## src/rtl/serial_subtractor4_pkg.sv

```systemverilog
// sub_pkg: state encoding and counter-width helper for the serial subtractor
package sub_pkg;
  typedef enum logic [1:0] {IDLE = 2'd0, SHIFT = 2'd1, DONE = 2'd2} state_t;
  function automatic int clog2(input int v);
    int r;
    r = 0;
    while ((1 << r) < v) r++;
    return (r < 1) ? 1 : r;
  endfunction
endpackage

```

## src/rtl/serial_subtractor4_full_sub1.sv

```systemverilog
// full_sub1: combinational one-bit full subtractor
module full_sub1 (
  input  logic a,
  input  logic b,
  input  logic bi,
  output logic d,
  output logic bo
);
  assign d  = a ^ b ^ bi;
  assign bo = (~a & b) | (~(a ^ b) & bi);
endmodule

```

## src/rtl/serial_subtractor4.sv

```systemverilog
// serial_subtractor4: bit-serial a - b - bin, LSB first, with start/busy/done framing
module serial_subtractor4 import sub_pkg::*; #(
  parameter int WIDTH = 4
) (
  input  logic             clk,
  input  logic             rst,
  input  logic             start,
  input  logic [WIDTH-1:0] a,
  input  logic [WIDTH-1:0] b,
  input  logic             bin,
  output logic [WIDTH-1:0] diff,
  output logic             bout,
  output logic             busy,
  output logic             done
);
  localparam int CW = clog2(WIDTH);
  state_t state_q, state_d;
  logic [WIDTH-1:0] a_q, a_d, b_q, b_d, r_q, r_d, diff_q, diff_d, shifted;
  logic [CW-1:0] cnt_q, cnt_d;
  logic br_q, br_d, bout_q, bout_d, busy_q, busy_d, done_q, done_d;
  logic shifting, accept, last, d, bo;
  full_sub1 u_cell (.a(a_q[0]), .b(b_q[0]), .bi(br_q), .d(d), .bo(bo));
  always_comb begin
    shifting = state_q == SHIFT;
    accept   = !shifting && start;
    last     = shifting && cnt_q == CW'(WIDTH - 1);
    shifted  = {d, r_q[WIDTH-1:1]};
    state_d  = accept ? SHIFT : last ? DONE : shifting ? SHIFT : IDLE;
    a_d      = accept ? a : shifting ? a_q >> 1 : a_q;
    b_d      = accept ? b : shifting ? b_q >> 1 : b_q;
    r_d      = accept ? '0 : shifting ? shifted : r_q;
    br_d     = accept ? bin : shifting ? bo : br_q;
    cnt_d    = accept ? '0 : shifting ? cnt_q + 1'b1 : cnt_q;
    diff_d   = last ? shifted : diff_q;
    bout_d   = last ? bo : bout_q;
    busy_d   = state_d == SHIFT;
    done_d   = last;
  end
  always_ff @(posedge clk or posedge rst) begin
    if (rst) begin
      state_q <= IDLE;
      a_q     <= '0;
      b_q     <= '0;
      r_q     <= '0;
      br_q    <= 1'b0;
      cnt_q   <= '0;
      diff_q  <= '0;
      bout_q  <= 1'b0;
      busy_q  <= 1'b0;
      done_q  <= 1'b0;
    end else begin
      state_q <= state_d;
      a_q     <= a_d;
      b_q     <= b_d;
      r_q     <= r_d;
      br_q    <= br_d;
      cnt_q   <= cnt_d;
      diff_q  <= diff_d;
      bout_q  <= bout_d;
      busy_q  <= busy_d;
      done_q  <= done_d;
    end
  end
  assign diff = diff_q;
  assign bout = bout_q;
  assign busy = busy_q;
  assign done = done_q;
endmodule

```

## config.mk

```make
export PLATFORM = sky130hd
export DESIGN_NAME = serial_subtractor4
export DESIGN_NICKNAME = d
export VERILOG_FILES = /design/src/rtl/serial_subtractor4_pkg.sv /design/src/rtl/serial_subtractor4_full_sub1.sv /design/src/rtl/serial_subtractor4.sv
export SDC_FILE = /design/constraint.sdc
export NUM_CORES = 1
export LEC_CHECK = 0
export ABC_AREA = 1
export CAP_MARGIN = 25
export CORE_MARGIN = 3
export CORE_UTILIZATION = 40
export CTS_CLUSTER_DIAMETER = 80
export DETAILED_ROUTE_END_ITERATION = 6
export PLACE_DENSITY = 0.67
export SLEW_MARGIN = 20
export SYNTH_ARGS = -nofsm -noshare
export SYNTH_HDL_FRONTEND = slang
export SYNTH_HIERARCHICAL = 1
export SYNTH_SLANG_ARGS = --single-unit
```

## constraint.sdc

```tcl
create_clock -name clk -period 1.55 [get_ports clk]
set_input_delay 0.31 -clock clk [delete_from_list [all_inputs] [get_ports clk]]
set_output_delay 0.31 -clock clk [all_outputs]
set_load 0.005 [all_outputs]
```

Yosys cells after proc, flatten, opt, wreduce, memory -nomap -nowiden
Cells that the tools add are included.
Cells by class
  add/subtract/negate cells: 1
  bitwise logic cells: 7
  reductions and logical operators: 4
  equality and inequality tests: 3
  muxes and demuxes: 13
Operators by type and width (number)
  $mux W4: 6
  $mux W2: 4
  $eq A2 B1 Y1 const B: 2
  $mux W1: 3
  $add A2 B1 Y2 const B: 1
  $and A1 B1 Y1: 2
  $eq A2 B2 Y1 const B: 1
  $logic_and A1 B1 Y1: 2
  $not A1 Y1: 2
  $reduce_bool A2 Y1: 1
  $xor A1 B1 Y1: 2
  $logic_not A1 Y1: 1
  $or A1 B1 Y1: 1
Word-level totals
  input bits: 12
  logic and storage cells: 38
  bits in registers: 24
  output and inout port bits: 7

Depth between registers and ports, before layout
Gate-level depths: netlist of the first run.
  depth in word-level cells: 6
  depth in mapped cells: 5

By module
Netlist of the first run, hierarchy kept.
By module, submodules not included
  serial_subtractor4: area an instance 933.4 um^2, cells each 103, times used 1, seq. area each 550.5 um^2
  full_sub1: area an instance 31.3 um^2, cells each 4, times used 1, seq. area each 0.0 um^2

Worst setup path before layout of the first run
Ideal clock, no wire load.
  path kind: register to register
  start: register a_q[0]
  end: register r_q[3]
  required time: 1.434 ns
  setup slack: 0.458 ns
  arrival time: 0.976 ns
  path buffers: 0
  cell stages (with the launch flop): 4
  clock period less this slack: 1.092 ns
  path through: dfrtp_1 fa_1 nand2_1 nand2_1
Between the ends
  word-level cells in the longest chain between the ends: 4
Ends and longest elaborated chain
  start: declaration: line serial_subtractor4.sv:18  | logic [WIDTH-1:0] a_q, a_d, b_q, b_d, r_q, r_d, diff_q, diff_d, shifted;
  start signal: assignment: line serial_subtractor4.sv:42  | a_q <= '0;
  start signal: assignment: line serial_subtractor4.sv:53  | a_q <= a_d;
  $xor A1 B1 Y1 (2 in a row): line serial_subtractor4_full_sub1.sv:9  | assign d = a ^ b ^ bi;
  via d: line serial_subtractor4.sv:21  | logic shifting, accept, last, d, bo;
  $mux W4 (2 in a row): line serial_subtractor4.sv:31  | r_d = accept ? '0 : shifting ? shifted : r_q;
  end signal: assignment: line serial_subtractor4.sv:55  | r_q <= r_d;
  end: declaration: line serial_subtractor4.sv:18
The timed path passes the listed nets, and every way through them passes these cells. The select of a mux whose other input is x is not followed.
A chain may end at the register's enable or synchronous reset.

Final worst setup path of the first run
  start: register diff_q[3], in the netlist diff[3]
  end: output port diff[3]
RTL lines
  start: declaration: line serial_subtractor4.sv:18
  start signal: assignment: line serial_subtractor4.sv:58  | diff_q <= diff_d;
  end: declaration: line serial_subtractor4.sv:11  | output logic [WIDTH-1:0] diff,
No word-level cell between the ends.

==> run metrics, run 1 <==
RD Place Congestion=0.784; critical-path cell list=clkdlybuf4s50_1; Core Footprint=2250 sq um; top cell types by occurrence after synthesis=nand2_1 (42), nand3_1 (23), dfrtp_1 (22); critical path data arrival time=1170 ps; Overall Global Routing Usage=0.141; Required @ worst endpoint=1240 ps; WL/cell=11.4 microns; Post-DRT Antenna Nets=0; Starting Density=0.428; crit-path max FO=2; Max clock buf depth=2; syn_area_per_cell=9.02 sq um; DRC violations left=0; crit path max-delay cell type=clkdlybuf4s50_1; die width=55.1 microns; count leader, synth=nand2_1; Multi-input gate area=353 sq um; htree depth=1; vias in the first global route=710; DR vias/cell=4.72; TritonCTS Sinks=22; Top FF cell, synth=dfrtp_1; Worst Setup Path Type=reg2out; placed wire-length estimate=1.35 mm; Clock Latency Late Sink=300 ps; DR iter-0 viols=18; fin util=0.538; Static Leak=0.614 nW; Worst-Margin Slew=278 ps; layout cells sized above 1=0.100; Area Growth Syn to Fin=25.7%; endpoints failing hold=0; PortBufs=18; Tmin final=1480 ps; Synth Warn #=6; storage element area=551 sq um; Distinct cells, synth=13; period utilization=0.956; Worst Skew=1.88 ps; final wirelength=1.80 mm; clk slew on worst S/H paths=110 ps; fillers=213; top cells by area, synth=dfrtp_1 (57%), nand2_1 (16%), nand3_1 (12%), inv_1 (3.1%), buf_6 (2.3%); CP max stage delay=500 ps; Final Max Tran Viols=0; sequential area share after synthesis=0.571; status=complete, no violations; Die ar.=3040 sq um; final net count=146; reg2reg setup slack=370 ps; RSZ-0062 raised after global routing=false; Cell Area, Synth=965 sq um; share of the synthesized area in the top cell type=0.571; cell accounting for the most synthesized area=dfrtp_1; CP bufs+invs=1; largest net degree at the start of global routing=23; syn_nets=121; GR Overflow Total=0; # rows=17; initial antenna violation count=0; synthesized instance count=107; Critical Path Start Type=register; CP Launch Point=diff[3]; chip height=55.1 microns; Hold Path Class=in2async; type of element capturing the critical path=output port; Synth async-reset ratio=1.00; Worst VDD drop=0.834 mV; crit-path leading delay family=buffers and inverters; power per cell area=1760 nW/um^2; first-pass GRT wire length=2.97 mm; Root Driver=clkbuf_4; setup total negative slack=0 ps; via count=746; Achievable Freq=0.675 GHz; flops & latches, synth=22; CTS tree=yes; DRT Pass-1 Iters=4; ANT cells=0; CTS buffer count=3; final setup vio count=0; Ports=19; Max-Cap Viols=0; Rel. slew slack=0.815; RR Startpoint=a_q[0]; number of synthesized flops with an enable pin=0
[power by group]
part | internal [mW] | switching, mW
Clock | 0.0908 | 0.161
Combinational | 0.431 | 0.508
Sequential | 0.810 | 0.134
Total | 1.33 | 0.803
[worst register-to-register path, stage by stage, from the launching register on]
cell	delay [ps]
dfrtp_1	420
fa_1	580
nand2_1	60
nand2_1	70
[registers in the layout, indices dropped and copies added (netlist names)]
name	count
bout	1
a_q	4
b_q	4
cnt_q	2
r_q	3
done	1
state_q	2
br_q	1
diff	4
[worst paths after layout]
| kind | endpoint | cells after the start |
|---|---|---|
| min in group clk | r_q[1] | 2 |
| max in group asynchronous | diff[3] | 3 |
| worst max register to register | diff[3] | 3 |
| worst max-delay path | diff[3] | 1 |
| worst min-delay path | state_q[1] | 3 |
| worst min register to register | r_q[1] | 2 |
[logic make-up after synthesis]
family,Yosys count,share of synthesized area
buffers and inverters,12,0.0635
AND/OR/NAND/NOR,71,0.332
flip-flops,22,0.571
adder cells (fa/ha/maj),2,0.0337
[placed cells by master, fill, tap and decap left out, drive strengths merged]
cell type	instances
buf	5
clkbuf	3
clkdlybuf4s50	18
dfrtp	22
fa	1
ha	1
inv	9
nand2	43
nand3	23
nor2	5
[stage by stage]
| stage | hold WS (ps) | std cells | power, mW | instance area, sq um | setup WS, ps |
|---|---|---|---|---|---|
| final | 325 | 158 | 2.13 | 1210 | 68.6 |
| after global routing | 357 | 158 | 2.36 | 1210 | 11.0 |
| after detailed placement | 463 | 154 | 1.90 | 1180 | 251 |
| after floorplan | 299 | 107 | 1.59 | 965 | 458 |
| after global placement | 456 | 154 | 1.87 | 1180 | 271 |
| after CTS | 331 | 158 | 2.17 | 1210 | 44.6 |
[layer usage]
metal  vias up  wire (microns)  GRT usage
li1        385               -          -
met1       342             823      0.170
met2        15             875      0.230
met3         4              72     0.0349
met4         0              29     0.0729
met5         -               0          0
[what timing repair did]
action,in CTS,in global routing
hold buffers,0,0
endpoints found under the setup margin,1,0
gates resized for setup,0,0
setup buffers,1,0
[area by class of cell]
type,count,area share
Tap cell,28,0.0289
Timing Repair Buffer,23,0.180
Inverter,9,0.0279
Sequential cell,22,0.454
Multi-Input combinational cell,73,0.291
Clock buffer,3,0.0186
Power figures use the tool's default switching activity.
==> run 2, diff against run 1 <==
--- a/config.mk
+++ b/config.mk
@@ -7,11 +7,13 @@
 export LEC_CHECK = 0
 export ABC_AREA = 1
 export CAP_MARGIN = 25
+export CELL_PAD_IN_SITES_DETAIL_PLACEMENT = 0
+export CELL_PAD_IN_SITES_GLOBAL_PLACEMENT = 1
 export CORE_MARGIN = 3
-export CORE_UTILIZATION = 40
+export CORE_UTILIZATION = 37
 export CTS_CLUSTER_DIAMETER = 80
 export DETAILED_ROUTE_END_ITERATION = 6
-export PLACE_DENSITY = 0.67
+export PLACE_DENSITY = 0.79
 export SLEW_MARGIN = 20
 export SYNTH_ARGS = -nofsm -noshare
 export SYNTH_HDL_FRONTEND = slang
==> run metrics, run 2 (synthesis gave the netlist of run 1 again) <==
status=complete, no violations; hold_buf cts=0; power per cell area=1770 nW/um^2; Hold Path Class=in2async; Overall Global Routing Usage=0.133; Post-DRT Antenna Nets=0; final instance area=1200 sq um; crit path max-delay cell type=clkdlybuf4s50_1; TritonCTS Sinks=22; ANT cells=0; # rows=17; CP max stage delay=500 ps; critical path data arrival time=1160 ps; final setup vio count=0; RD Place Congestion=0.706; Comb pwr share=0.442; CTS tree=yes; htree depth=1; type of element capturing the critical path=output port; commonest non-fill, non-tap cell in the layout=nand2_1; WL/cell=11.9 microns; final wirelength=1.86 mm; critical-path cell list=clkdlybuf4s50_1; period utilization=0.950; Ports=19; post-CTS sizing=0; sequential share of power=0.442; Tmin final=1470 ps; placed wire-length estimate=1.33 mm; DRC violations left=0; Worst Setup Path Type=reg2out; Worst-Margin Slew=312 ps; largest net degree at the start of global routing=23; Starting Density=0.412; setup total negative slack=0 ps; CP bufs+invs=1; crit-path max FO=2; Root Driver=clkbuf_4; Switch Pwr=0.805 mW; PortBufs=18; RSZ-0062 raised after global routing=false; Achievable Freq=0.679 GHz; vias in the first global route=781; first-pass GRT wire length=3.43 mm; Max clock buf depth=2; Die ar.=3260 sq um; switching part of the total=0.378; DRT Pass-1 Iters=4; via count=768; DR iter-0 viols=20; Area Growth Syn to Fin=24.9%; Static Leak=0.609 nW; Worst VDD drop=0.965 mV; Rel. slew slack=0.792; initial antenna violation count=0; pre-CTS setup slack=135 ps; final net count=145; Required @ worst endpoint=1240 ps; Final Max Tran Viols=0; Critical Path Start Type=register; Worst Skew=4.98 ps; Core Footprint=2340 sq um; clk slew on worst S/H paths=110 ps; crit-path leading delay family=buffers and inverters; Clock power frac=0.116; DR vias/cell=4.89; CTS buffer count=3; Worst Slack Setup Final=77.8 ps; Max-Cap Viols=0; layout cells sized above 1=0.0930; Placed Area=1170 sq um; chip height=57.1 microns; GR Overflow Total=0; endpoints failing hold=0; die width=57.1 microns; Clock Latency Late Sink=290 ps; commonest non-fill, non-tap cells in the layout=nand2_1 (42), nand3_1 (23), dfrtp_1 (22); Int Power=1.32 mW
-- run 2: cell types whose count changed in the layout (fill, tap and decap cells not counted) --
cell	previous run	this run
buf_4	5	4
-- run 2: tightest hold or removal path, cell delays in order --
cell and delay, ps:
clkdlybuf4s50_1 390, inv_1 50, buf_4 280
-- run 2: through the flow --
stage	util	power, mW	std cells	hold WS, ps
detailed placement	0.502	1.89	153	465
floorplan	-	1.59	107	299
global route	0.515	2.35	157	350
finish	0.515	2.13	157	332
global placement	0.502	1.86	153	455
CTS	0.515	2.17	157	335
-- run 2: timing repair --
item | 4_1_cts | 5_1_grt
setup buffers | 1 | 0
endpoints found under the hold margin | 0 | 0
setup endpoints to repair | 1 | 0
-- run 2: routing by layer --
layer,track usage,up-vias,part of all wire
li1,-,380,-
met1,0.170,371,0.45
met2,0.223,15,0.50
met3,0.0204,2,0.043
met4,0.0596,0,0.0070
met5,0,-,0
-- run 2: cell type report --
cell class	instances	area (sq um)
Clock buffer	3	22.5
Sequential cell	22	551
Inverter	9	33.8
Multi-Input combinational cell	73	353
Fill cell	243	1130
Tap cell	28	35.0
Timing Repair Buffer	22	210
-- run 2: path summary, 6_finish.rpt --
check,from,endpoint,slack (ps),cells past startpoint
worst max register to register,state_q[0],diff[3],320,6
max in group asynchronous,rst,diff[3],990,3
min in group clk,diff[1],diff[1],490,2
worst min-delay path,rst,state_q[0],330,3
worst min register to register,diff[1],diff[1],490,2
worst max-delay path,diff[2],diff[2],80,1
-- run 2: power by group through the flow --
stage / Combinational [mW] / Sequential, mW / Clock (mW)
after floorplan: 0.639 / 0.948 / 0
after global placement: 0.902 / 0.956 / 0
after detailed placement: 0.927 / 0.965 / 0
after CTS: 0.958 / 0.942 / 0.268
after global routing: 1.08 / 0.979 / 0.295
final: 0.940 / 0.941 / 0.248
==> run 3, diff against run 2 <==
--- a/config.mk
+++ b/config.mk
@@ -11,8 +11,9 @@
 export CELL_PAD_IN_SITES_GLOBAL_PLACEMENT = 1
 export CORE_MARGIN = 3
 export CORE_UTILIZATION = 37
-export CTS_CLUSTER_DIAMETER = 80
+export CTS_CLUSTER_DIAMETER = 100
 export DETAILED_ROUTE_END_ITERATION = 6
+export GPL_ROUTABILITY_DRIVEN = 0
 export PLACE_DENSITY = 0.79
 export SLEW_MARGIN = 20
 export SYNTH_ARGS = -nofsm -noshare
==> results of run 3 <==
Same layout as run 2: the final DEF is identical, and so are final timing and power.
